### config.mk
export PLATFORM = sky130hd
export DESIGN_NAME = call_stack_sequencer_flat
export DESIGN_NICKNAME = d
export VERILOG_FILES = /design/src/rtl/call_stack_sequencer_if.sv /design/src/rtl/call_stack_sequencer.sv /design/src/flat_wrapper.sv
export SDC_FILE = /design/constraint.sdc
export NUM_CORES = 1
export LEC_CHECK = 0
export CAP_MARGIN = 0
export CORE_MARGIN = 5
export CORE_UTILIZATION = 35
export CTS_CLUSTER_DIAMETER = 120
export DETAILED_ROUTE_END_ITERATION = 8
export HOLD_SLACK_MARGIN = 0.15
export PLACE_DENSITY_LB_ADDON = 0.08
export SETUP_SLACK_MARGIN = 0.2
export SLEW_MARGIN = 15
export SYNTH_ARGS = -nofsm -noshare
export SYNTH_HDL_FRONTEND = slang
export SYNTH_SLANG_ARGS = --single-unit
### constraint.sdc
create_clock -name i_clk -period 3.6 [get_ports i_clk]
set_input_delay 0.72 -clock i_clk [delete_from_list [all_inputs] [get_ports i_clk]]
set_output_delay 0.72 -clock i_clk [all_outputs]
set_load 0.03 [all_outputs]
### src/rtl/call_stack_sequencer_if.sv
// Bus bundle for call_stack_sequencer: decoder request/latch inputs,
// the nibble-wide data-RAM port and the PC/SP commit outputs.
//   master : decoder/RAM/regs side (drives requests and ram_rdata)
//   slave  : the sequencer itself
// Optional macro CALL_STACK_RETD_EN adds start_retd, retd_data, x_in, x_out and x_we.
interface call_stack_sequencer_if #(
  parameter int unsigned RAM_ADDR_WIDTH = 12
);
  logic                      start_call;
  logic                      is_calz;
  logic                      start_ret;
  logic                      ret_skip;
  logic [7:0]                target;
  logic [4:0]                np;
  logic [12:0]               pc;
  logic [7:0]                sp_in;
  logic [3:0]                ram_rdata;
  logic [RAM_ADDR_WIDTH-1:0] ram_addr;
  logic [3:0]                ram_wdata;
  logic                      ram_we;
  logic [12:0]               pc_out;
  logic                      pc_we;
  logic [7:0]                sp_out;
  logic                      sp_we;
  logic                      busy;
  logic                      done;
`ifdef CALL_STACK_RETD_EN
  logic                      start_retd;
  logic [7:0]                retd_data;
  logic [11:0]               x_in;
  logic [11:0]               x_out;
  logic                      x_we;
`endif

  modport master (
    output start_call, is_calz, start_ret, ret_skip, target, np, pc, sp_in, ram_rdata,
    input  ram_addr, ram_wdata, ram_we, pc_out, pc_we, sp_out, sp_we, busy, done
`ifdef CALL_STACK_RETD_EN
    , output start_retd, retd_data, x_in
    , input  x_out, x_we
`endif
  );

  modport slave (
    input  start_call, is_calz, start_ret, ret_skip, target, np, pc, sp_in, ram_rdata,
    output ram_addr, ram_wdata, ram_we, pc_out, pc_we, sp_out, sp_we, busy, done
`ifdef CALL_STACK_RETD_EN
    , input  start_retd, retd_data, x_in
    , output x_out, x_we
`endif
  );
endinterface

### src/rtl/call_stack_sequencer.sv
// Multi-cycle CALL/CALZ/RET/RETS stack sequencer for the 4-bit core. Owns the
// data-RAM port while busy, pushes/pops the three return-address nibbles at
// SP-relative addresses, then commits new PC and SP in a single cycle.
// Ports:
//   i_clk      core clock
//   i_reset_n  synchronous active-low reset
//   i_clk_en   CPU tick; state advances only when high
//   io_bus     call_stack_sequencer_if.slave (requests, RAM port, PC/SP commit)
// Optional macro CALL_STACK_RETD_EN adds RETD (pop, then write retd_data to M(x), M(x+1)).
module call_stack_sequencer #(
  parameter int unsigned RAM_ADDR_WIDTH = 12,
  parameter logic [3:0]  STACK_PAGE     = 4'h0
) (
  input logic                   i_clk,
  input logic                   i_reset_n,
  input logic                   i_clk_en,
  call_stack_sequencer_if.slave io_bus
);

  typedef enum logic [3:0] {
    StIdle, StPushP, StPushH, StPushL, StPopL, StPopH, StPopP, StCommit
`ifdef CALL_STACK_RETD_EN
    , StWrXl, StWrXh
`endif
  } state_e;

  state_e      r_state, w_state_d;
  logic [12:0] r_pc;
  logic [3:0]  r_np;
  logic [7:0]  r_target;
  logic        r_calz;
  logic        r_skip;
  logic        r_is_ret;
  logic [7:0]  r_sp;
  logic [11:0] r_pop;
  logic        w_unused_np;

  logic        w_sel_call, w_sel_retd, w_sel_ret, w_accept;
  logic [11:0] w_ret;
  logic [11:0] w_addr;
  logic [3:0]  w_wdata;
  logic        w_we;
  logic [12:0] w_pc_out;
  logic [7:0]  w_sp_out;
  logic        w_commit;

`ifdef CALL_STACK_RETD_EN
  logic        r_retd;
  logic [7:0]  r_retd_data;
  logic [11:0] r_x;
  logic [11:0] w_x_out;
  logic        w_x_we;
  assign w_sel_retd = !io_bus.start_call && io_bus.start_retd;
`else
  assign w_sel_retd = 1'b0;
`endif

  assign w_unused_np = io_bus.np[4];
  // Priority: call > retd > ret; losing requests are dropped.
  assign w_sel_call  = io_bus.start_call;
  assign w_sel_ret   = !io_bus.start_call && !w_sel_retd && io_bus.start_ret;
  assign w_accept    = w_sel_call || w_sel_retd || w_sel_ret;
  // Return address wraps within 12 bits; the bank bit is never touched.
  assign w_ret       = r_pc[11:0] + 12'h001;

  // State register
  always_ff @(posedge i_clk) begin
    if (!i_reset_n) begin
      r_state <= StIdle;
    end else if (i_clk_en) begin
      r_state <= w_state_d;
    end
  end

  // Next-state logic
  always_comb begin
    w_state_d = r_state;
    case (r_state)
      StIdle: begin
        if (w_sel_call) begin
          w_state_d = StPushP;
        end else if (w_accept) begin
          w_state_d = StPopL;
        end
      end
      StPushP:  w_state_d = StPushH;
      StPushH:  w_state_d = StPushL;
      StPushL:  w_state_d = StCommit;
      StPopL:   w_state_d = StPopH;
      StPopH:   w_state_d = StPopP;
`ifdef CALL_STACK_RETD_EN
      StPopP:   w_state_d = r_retd ? StWrXl : StCommit;
      StWrXl:   w_state_d = StWrXh;
      StWrXh:   w_state_d = StCommit;
`else
      StPopP:   w_state_d = StCommit;
`endif
      StCommit: w_state_d = StIdle;
      default:  w_state_d = StIdle;
    endcase
  end

  // Operand latches and popped return address
  always_ff @(posedge i_clk) begin
    if (!i_reset_n) begin
      r_pc        <= '0;
      r_np        <= '0;
      r_target    <= '0;
      r_calz      <= 1'b0;
      r_skip      <= 1'b0;
      r_is_ret    <= 1'b0;
      r_sp        <= '0;
      r_pop       <= '0;
`ifdef CALL_STACK_RETD_EN
      r_retd      <= 1'b0;
      r_retd_data <= '0;
      r_x         <= '0;
`endif
    end else if (i_clk_en) begin
      if (r_state == StIdle && w_accept) begin
        r_pc        <= io_bus.pc;
        r_np        <= io_bus.np[3:0];
        r_target    <= io_bus.target;
        r_calz      <= io_bus.is_calz;
        r_skip      <= w_sel_ret && io_bus.ret_skip;
        r_is_ret    <= !w_sel_call;
        r_sp        <= io_bus.sp_in;
`ifdef CALL_STACK_RETD_EN
        r_retd      <= w_sel_retd;
        r_retd_data <= io_bus.retd_data;
        r_x         <= io_bus.x_in;
`endif
      end
      case (r_state)
        StPopL:  r_pop[3:0]  <= io_bus.ram_rdata;
        StPopH:  r_pop[7:4]  <= io_bus.ram_rdata;
        StPopP:  r_pop[11:8] <= io_bus.ram_rdata;
        default: ;
      endcase
    end
  end

  // Outputs; everything is zero outside the states that drive it.
  always_comb begin
    w_addr   = 12'h000;
    w_wdata  = 4'h0;
    w_we     = 1'b0;
    w_pc_out = '0;
    w_sp_out = '0;
    w_commit = 1'b0;
`ifdef CALL_STACK_RETD_EN
    w_x_out  = '0;
    w_x_we   = 1'b0;
`endif
    case (r_state)
      StPushP: begin
        w_addr  = {STACK_PAGE, r_sp - 8'd1};
        w_wdata = w_ret[11:8];
        w_we    = 1'b1;
      end
      StPushH: begin
        w_addr  = {STACK_PAGE, r_sp - 8'd2};
        w_wdata = w_ret[7:4];
        w_we    = 1'b1;
      end
      StPushL: begin
        w_addr  = {STACK_PAGE, r_sp - 8'd3};
        w_wdata = w_ret[3:0];
        w_we    = 1'b1;
      end
      StPopL: w_addr = {STACK_PAGE, r_sp};
      StPopH: w_addr = {STACK_PAGE, r_sp + 8'd1};
      StPopP: w_addr = {STACK_PAGE, r_sp + 8'd2};
`ifdef CALL_STACK_RETD_EN
      StWrXl: begin
        w_addr  = r_x;
        w_wdata = r_retd_data[3:0];
        w_we    = 1'b1;
      end
      StWrXh: begin
        w_addr  = r_x + 12'd1;
        w_wdata = r_retd_data[7:4];
        w_we    = 1'b1;
      end
`endif
      StCommit: begin
        w_commit = 1'b1;
        if (r_is_ret) begin
          w_pc_out = {r_pc[12], r_pop + {11'd0, r_skip}};
          w_sp_out = r_sp + 8'd3;
        end else begin
          w_pc_out = {r_pc[12], r_calz ? 4'h0 : r_np, r_target};
          w_sp_out = r_sp - 8'd3;
        end
`ifdef CALL_STACK_RETD_EN
        if (r_retd) begin
          w_x_out = r_x + 12'd2;
          w_x_we  = 1'b1;
        end
`endif
      end
      default: ;
    endcase
  end

  assign io_bus.ram_addr  = RAM_ADDR_WIDTH'(w_addr);
  assign io_bus.ram_wdata = w_wdata;
  assign io_bus.ram_we    = w_we;
  assign io_bus.pc_out    = w_pc_out;
  assign io_bus.pc_we     = w_commit;
  assign io_bus.sp_out    = w_sp_out;
  assign io_bus.sp_we     = w_commit;
  assign io_bus.done      = w_commit;
  assign io_bus.busy      = (r_state != StIdle);
`ifdef CALL_STACK_RETD_EN
  assign io_bus.x_out     = w_x_out;
  assign io_bus.x_we      = w_x_we;
`endif

endmodule
### src/flat_wrapper.sv
// flat-port wrapper written by rule: the top's interface ports become plain ports
module call_stack_sequencer_flat 
#(
  parameter int unsigned RAM_ADDR_WIDTH = 12,
  parameter logic [3:0]  STACK_PAGE     = 4'h0
)
  (i_clk, i_reset_n, i_clk_en, io_bus_start_call, io_bus_is_calz, io_bus_start_ret, io_bus_ret_skip, io_bus_target, io_bus_np, io_bus_pc, io_bus_sp_in, io_bus_ram_rdata, io_bus_ram_addr, io_bus_ram_wdata, io_bus_ram_we, io_bus_pc_out, io_bus_pc_we, io_bus_sp_out, io_bus_sp_we, io_bus_busy, io_bus_done);
  call_stack_sequencer_if #(.RAM_ADDR_WIDTH(RAM_ADDR_WIDTH)) io_bus_i ();
  input logic i_clk;
  input logic i_reset_n;
  input logic i_clk_en;
  input wire logic [$bits(io_bus_i.start_call)-1:0] io_bus_start_call;
  input wire logic [$bits(io_bus_i.is_calz)-1:0] io_bus_is_calz;
  input wire logic [$bits(io_bus_i.start_ret)-1:0] io_bus_start_ret;
  input wire logic [$bits(io_bus_i.ret_skip)-1:0] io_bus_ret_skip;
  input wire logic [$bits(io_bus_i.target)-1:0] io_bus_target;
  input wire logic [$bits(io_bus_i.np)-1:0] io_bus_np;
  input wire logic [$bits(io_bus_i.pc)-1:0] io_bus_pc;
  input wire logic [$bits(io_bus_i.sp_in)-1:0] io_bus_sp_in;
  input wire logic [$bits(io_bus_i.ram_rdata)-1:0] io_bus_ram_rdata;
  output wire logic [$bits(io_bus_i.ram_addr)-1:0] io_bus_ram_addr;
  output wire logic [$bits(io_bus_i.ram_wdata)-1:0] io_bus_ram_wdata;
  output wire logic [$bits(io_bus_i.ram_we)-1:0] io_bus_ram_we;
  output wire logic [$bits(io_bus_i.pc_out)-1:0] io_bus_pc_out;
  output wire logic [$bits(io_bus_i.pc_we)-1:0] io_bus_pc_we;
  output wire logic [$bits(io_bus_i.sp_out)-1:0] io_bus_sp_out;
  output wire logic [$bits(io_bus_i.sp_we)-1:0] io_bus_sp_we;
  output wire logic [$bits(io_bus_i.busy)-1:0] io_bus_busy;
  output wire logic [$bits(io_bus_i.done)-1:0] io_bus_done;
  assign io_bus_i.start_call = io_bus_start_call;
  assign io_bus_i.is_calz = io_bus_is_calz;
  assign io_bus_i.start_ret = io_bus_start_ret;
  assign io_bus_i.ret_skip = io_bus_ret_skip;
  assign io_bus_i.target = io_bus_target;
  assign io_bus_i.np = io_bus_np;
  assign io_bus_i.pc = io_bus_pc;
  assign io_bus_i.sp_in = io_bus_sp_in;
  assign io_bus_i.ram_rdata = io_bus_ram_rdata;
  assign io_bus_ram_addr = io_bus_i.ram_addr;
  assign io_bus_ram_wdata = io_bus_i.ram_wdata;
  assign io_bus_ram_we = io_bus_i.ram_we;
  assign io_bus_pc_out = io_bus_i.pc_out;
  assign io_bus_pc_we = io_bus_i.pc_we;
  assign io_bus_sp_out = io_bus_i.sp_out;
  assign io_bus_sp_we = io_bus_i.sp_we;
  assign io_bus_busy = io_bus_i.busy;
  assign io_bus_done = io_bus_i.done;
  call_stack_sequencer #(.RAM_ADDR_WIDTH(RAM_ADDR_WIDTH), .STACK_PAGE(STACK_PAGE)) u_core (.i_clk(i_clk), .i_reset_n(i_reset_n), .i_clk_en(i_clk_en), .io_bus(io_bus_i));
endmodule
==> results of run 1 <==
stage by stage:
step            util  hold slack, ns  setup slack (ns)  cells  total power (W)
2_1_floorplan      -           0.430             0.229    499          0.00102
3_3_place_gp   0.444           0.446             0.275    700          0.00122
3_5_place_dp   0.444           0.445             0.153    700          0.00122
4_1_cts        0.456           0.461            0.0483    710          0.00161
5_1_grt        0.460           0.492            0.0361    710          0.00169
6_report       0.460           0.456             0.174    710          0.00159
area by class of cell:
| class | instances | area share |
|---|---|---|
| Tap cell | 140 | 0.0356 |
| Multi-Input combinational cell | 398 | 0.526 |
| Clock inverter | 2 | 0.00280 |
| Clock buffer | 6 | 0.0168 |
| Timing Repair Buffer | 102 | 0.201 |
| Inverter | 11 | 0.00916 |
| Sequential cell | 51 | 0.209 |
timing repair:
item,CTS,global route
resized for setup,8,15
pin swaps,1,2
endpoints found under the setup margin,6,10
setup buffers,2,0
layer usage:
metal  part of all wire  wire (um)
met1               0.48       5100
met2               0.46       4910
met3              0.058        618
met4             0.0077         82
met5                  0          0
kinds of logic after synthesis:
logic type / count (synthesis) / synth area share
multiplexers: 19 / 0.0508
AND/OR/NAND/NOR: 203 / 0.252
buffers and inverters: 50 / 0.0624
AO/OA/AOI/OAI: 119 / 0.217
adder cells (fa/ha/maj): 19 / 0.0670
XOR/XNOR: 34 / 0.0790
other: 1 / 0.000994
flip-flops: 51 / 0.271
synth_stat cells, drive strengths merged (4+ instances only):
library cell,count,area (sq um)
nand2,92,345
o22ai,7,43.8
a211oi,11,87.6
xor2,9,78.8
nand2b,4,25.0
nor2,37,146
xnor2,25,219
clkbuf,17,63.8
buf,22,130
nand4,6,37.5
ha,17,213
a21oi,17,85.1
o21ai,21,105
nand3,14,70.1
a21o,4,30.0
a21boi,35,263
nor3,9,45.0
mux2i,18,180
dfxtp,51,1020
inv,11,41.3
nor2b,19,119
power by group through the flow:
stage               logic [W]  clock network (W)  registers, W
floorplan            0.000391                  0      0.000633
global placement     0.000563                  0      0.000654
detailed placement   0.000567                  0      0.000656
CTS                  0.000577           0.000386      0.000643
global route         0.000635           0.000410      0.000651
finish               0.000579           0.000367      0.000644
how the worst min path moves through the flow:
stage,end,cells after the start
6_report,u_core.r_np[0],2
4_1_cts,u_core.r_np[0],2
3_3_place_gp,u_core.r_np[0],2
3_5_place_dp,u_core.r_np[0],2
5_1_grt,u_core.r_target[5],2
2_1_floorplan,u_core.r_np[0],2
placed cells by master (no fill, tap or decap), types with 3 or more instances in the layout:
| cell type | Yosys | routed |
|---|---|---|
| xnor2_1 | 25 | 25 |
| nor3_1 | 9 | 9 |
| nor2b_1 | 19 | 18 |
| a21o_1 | 4 | 4 |
| nand2_1 | 92 | 90 |
| nand3_1 | 14 | 14 |
| a21boi_1 | 7 | 7 |
| nor2_1 | 36 | 35 |
| buf_12 | 0 | 3 |
| nand3b_1 | 3 | 3 |
| ha_1 | 17 | 15 |
| clkbuf_8 | 0 | 6 |
| nand4_1 | 6 | 6 |
| inv_1 | 11 | 10 |
| and3_1 | 3 | 3 |
| nand2b_1 | 4 | 4 |
| a21boi_0 | 28 | 28 |
| o21ai_0 | 21 | 20 |
| o22ai_1 | 7 | 7 |
| clkdlybuf4s50_1 | 0 | 69 |
| a211oi_1 | 10 | 9 |
| buf_4 | 7 | 26 |
| conb_1 | 1 | 4 |
| dfxtp_1 | 51 | 49 |
| xor2_1 | 9 | 9 |
| o21bai_1 | 3 | 3 |
| mux2i_1 | 18 | 18 |
| a21oi_1 | 17 | 15 |
flip-flops by register name, summed over array words and instances, names as in the netlist:
register / cells
u_core.r_is_ret: 1
u_core.r_target: 8
u_core.r_sp: 8
u_core.r_state: 3
u_core.r_pop: 12
u_core.r_calz: 1
u_core.r_np: 4
u_core.r_pc: 13
u_core.r_skip: 1
critical path, stage by stage (launching register included):
cell and delay, ns:
dfxtp_4 0.39, inv_1 0.07, nor2_2 0.13, nand2_2 0.11, ha_1 0.33, a211oi_2 0.24, nor2_1 0.12, a221oi_2 0.32
xnor2_1 0.13, a221o_2 0.39, buf_4 0.17
==> impl_metrics.ini, run 1 <==
[clock_network]
clk_root_buffer_cell = clkbuf_8
cts_made_buffers = 5
clk_pin_slew_worst_paths_ns = 0.10
cts_sinks = 51
ctsHtreeMaxLevel = 2
ctsHoldBuffers = 0
clk_latency_ns = 0.31
cts_tree = yes
clk_path_buf_depth = 2

[global_routing]
met1_usage = 0.225
antenna_found_initial = 0
grt_use_met2 = 0.276
use_met3 = 0.0292
grt_pass1_wl_um = 17500
busiest_layer = met2
grt_overflow = 0
grt_pass1_vias = 3556
grt_max_degree = 36
grt_usage = 0.165

[sta]
fmax_mhz = 292
hold_viol = 0
fin_crit_sh = 0.952
rsz0062_at_grt = true
maxSlewViolCount = 0
fin_skew_ns = 0.0102
max-slew-margin-rel = 0.407
tightest_slew_ns = 0.887
setup_tns_ns = 0
min_period_ns = 3.43
finalSetupViolations = 0

[die]
io_pins = 87
die_width_um = 114
die_h_um = 114
core_area_sq_um = 10700
dieArea_sq_um = 13000
floorplan.initialDensity = 0.353
rows = 38

[cells_and_area]
fill_cells = 1066
seqCellArea_sq_um = 1030
syn_to_final_growth_pct = 30.5
multi_input_comb_area_sq_um = 2590
final_nets = 633
diodes = 0
drive_above_1_share = 0.111
design_area_sq_um = 4920

[routing]
wl_per_cell_um = 15.1
drc = 0
wirelength_um = 10700
drt_iter0_drc = 156
viasPerCell = 5.03
drtPass1Iterations = 4
ant_nets = 0
via_count = 3570

[outcome]
status = finished clean

[critical_path]
r2r_slack_ns = 1.55
regToRegStartpoint = u_core.r_state[2]
worstRegToRegCells = 6
cp-startpoint = u_core.r_state[0]
critPathKind = reg -> out
worst-path-max-fanout = 6
crit_path_end_kind = output pin
timing.rr.end = u_core.r_pc[1]
endpoint = io_bus_ram_addr[7]
cp.arrival_ns = 2.71
required_ns = 2.88
critPathLaunchType = flip-flop

[pwr]
p_comb_frac = 0.364
p_leak_nw = 1.84
seq_power_share = 0.405
switching_share = 0.352
internal_power_w = 0.00103
p_sw_w = 0.000560
p_clk_frac = 0.231
power.density_nw_per_um2 = 323
max-vdd-ir-drop_uv = 143

[placement]
port_buffers = 81
dp_hpwl_um = 8070
postPlaceCellArea_sq_um = 4750
gp_congestion = 0.892

[synthesis]
ys_warn_count = 0
synthArstFlopShare = 0
synthCells = 496
ys_seq_area_frac = 0.271
synth_flop_cell = dfxtp_1
synth_area_sq_um = 3770
ys_types = 58
synth_area_per_cell_sq_um = 7.60
ys_ff_latch = 51
synth_edf_count = 0

[hold_path]
hold_path_class = reg -> reg
min-delay-start = u_core.r_np[0]

[job]
drv_cap = 0
Note: power is estimated with default switching activity, not from simulation.
==> inputs of run 2 (changes only) <==
--- a/config.mk
+++ b/config.mk
@@ -6,8 +6,7 @@
 export NUM_CORES = 1
 export LEC_CHECK = 0
 export CAP_MARGIN = 0
-export CORE_MARGIN = 5
-export CORE_UTILIZATION = 35
+export CORE_UTILIZATION = 40
 export CTS_CLUSTER_DIAMETER = 120
 export DETAILED_ROUTE_END_ITERATION = 8
 export HOLD_SLACK_MARGIN = 0.15
==> run 2 against run 1 <==
Compared with the run above: worst hold slack better by 0.0045 ns; critical path depth is 2 lower; setup slack better by 0.049 ns; sequential share of layout area is 0.087 points lower; combinational power is 3% higher; critical endpoint unchanged; highest routed layer unchanged.
==> impl_metrics.ini, run 2 (synthesis results as in run 1) <==
[outcome]
status = finished clean

[critical_path]
cpPeakStageDelay_ns = 0.61
critPathSlowestCell = or4b_2
critPathKind = reg -> out
path_common_cell = buf_4
required_ns = 2.88
cp_cell_sequence = buf_4 -> fa_2 -> a211oi_2 -> nor3b_1 -> or4b_2 -> nand2_1 -> a221o_2 -> buf_4
cp.arrival_ns = 2.66
critPathLaunchType = flip-flop
worst-path-max-fanout = 9
crit_path_end_kind = output pin

[pwr]
p_comb_frac = 0.372
p_clk_frac = 0.226
power.density_nw_per_um2 = 322
switching_share = 0.350
internal_power_w = 0.00104
p_total_w = 0.00160
max-vdd-ir-drop_uv = 136
seq_power_share = 0.402
p_sw_w = 0.000559
p_leak_nw = 1.90

[sta]
min_period_ns = 3.38
fin_crit_sh = 0.938
fin_skew_ns = 0.0144
hold_viol = 0
setup_tns_ns = 0
rsz0062_at_grt = true
tightest_slew_ns = 0.731
maxSlewViolCount = 0
finalSetupViolations = 0
fmax_mhz = 296
max-slew-margin-rel = 0.512

[placement]
post-place-cells = 673
port_buffers = 81
gp_congestion = 0.900
dp_hpwl_um = 7550

[routing]
drc = 0
wirelength_um = 10400
wl_per_cell_um = 15.1
via_count = 3662
viasPerCell = 5.35
ant_nets = 0
drt_iter0_drc = 119
drtPass1Iterations = 4

[die]
floorplan.initialDensity = 0.410
die_width_um = 99.1
io_pins = 87
core_area_sq_um = 9200
dieArea_sq_um = 9820
rows = 35
die_h_um = 99.1

[cells_and_area]
layout_commonest_cell = nand2_1
largest_register_ffs = 13
largest-register = u_core.r_pc
syn_to_final_growth_pct = 31.5
finalNonFillerCells = 684
top_regs = u_core.r_pc (13), u_core.r_pop (12)
finish.utilization = 0.539
most-common-layout-cells = nand2_1, clkdlybuf4s50_1, dfxtp_1
drive_above_1_share = 0.119
final_nets = 636
diodes = 0

[clock_network]
cts_made_buffers = 5
clk_pin_slew_worst_paths_ns = 0.10
cts_tree = yes
clk_latency_ns = 0.31
ctsHtreeMaxLevel = 2
clk_root_buffer_cell = clkbuf_8
cts_sinks = 51
clk_path_buf_depth = 2

[global_routing]
grt_use_met2 = 0.365
busiest_layer = met2
antenna_found_initial = 0
grt_max_degree = 36
grt_pass1_vias = 3585
met1_usage = 0.280
use_met3 = 0.0330
grt_overflow = 0
grt_pass1_wl_um = 17000
grt_usage = 0.214

[hold_path]
hold_path_class = reg -> reg

[job]
drv_cap = 0
[run 2: cell types whose count changed in the layout (fill, tap and decap cells not counted), moves of 2 or more]
| cell | previous run | this run |
|---|---|---|
| buf_4 | 26 | 29 |
| ha_2 | 2 | 0 |
| ha_4 | 0 | 4 |
| ha_1 | 15 | 13 |
[run 2: worst max-delay path, delay by kind of cell, from the launching register on]
family / cells / cell delay (ns)
AND/OR/NAND/NOR: 3 / 0.80
AO/OA/AOI/OAI: 2 / 0.37
flip-flops: 1 / 0.40
buffers and inverters: 2 / 0.36
adder cells (fa/ha/maj): 1 / 0.41
[run 2: cell type report]
type | instances | area [sq um]
fill | 912 | 4240
multi-input combinational | 398 | 2640
sequential | 51 | 1030
timing repair buffer | 105 | 1010
tap | 111 | 139
clock buffer | 6 | 82.6
inverter | 11 | 41.3
clock inverter | 2 | 13.8
[run 2: path summary, 6_finish.rpt]
path	slack, ns	cells after the start	from	to
setup / recovery	0.22	8	u_core.r_sp[1]	io_bus_ram_addr[7]
hold / removal	0.46	2	u_core.r_np[0]	u_core.r_np[0]
setup reg to reg	1.43	6	u_core.r_state[2]	u_core.r_sp[0]
hold reg to reg	0.46	2	u_core.r_np[0]	u_core.r_np[0]
[run 2: what timing repair did]
action,4_1_cts,5_1_grt
hold buffers,0,0
endpoints found under the setup margin,6,9
setup buffers,1,2
resized for setup,9,19
pin swaps,1,5
[run 2: per-layer routing]
metal,vias to the layer above,share of wire
met1,1680,0.46
met5,-,0
met4,0,0.011
met2,106,0.48
li1,1866,-
met3,10,0.050
[run 2: metrics by stage]
stage	hold slack [ns]	area [sq um]	worst slack [ns]
final	0.461	4960	0.223
after floorplan	0.430	3800	0.229
after global routing	0.476	4960	0.108
after detailed placement	0.447	4730	0.213
after CTS	0.462	4850	0.0916
after global placement	0.443	4730	0.292
[run 2: power by group through the flow]
stage / sequential [W] / clock [W] / combinational [W]
after floorplan: 0.000633 / 0 / 0.000391
after detailed placement: 0.000651 / 0 / 0.000571
after global placement: 0.000650 / 0 / 0.000563
after global routing: 0.000648 / 0.000401 / 0.000652
final: 0.000642 / 0.000362 / 0.000594
after CTS: 0.000639 / 0.000378 / 0.000581
==> inputs of run 3 (changes only) <==
--- a/config.mk
+++ b/config.mk
@@ -9,7 +9,7 @@
 export CORE_UTILIZATION = 40
 export CTS_CLUSTER_DIAMETER = 120
 export DETAILED_ROUTE_END_ITERATION = 8
-export HOLD_SLACK_MARGIN = 0.15
+export HOLD_SLACK_MARGIN = 0.12
 export PLACE_DENSITY_LB_ADDON = 0.08
 export SETUP_SLACK_MARGIN = 0.2
 export SLEW_MARGIN = 15
==> results of run 3 <==
The final DEF is identical to that of run 2; final timing and power are the same.
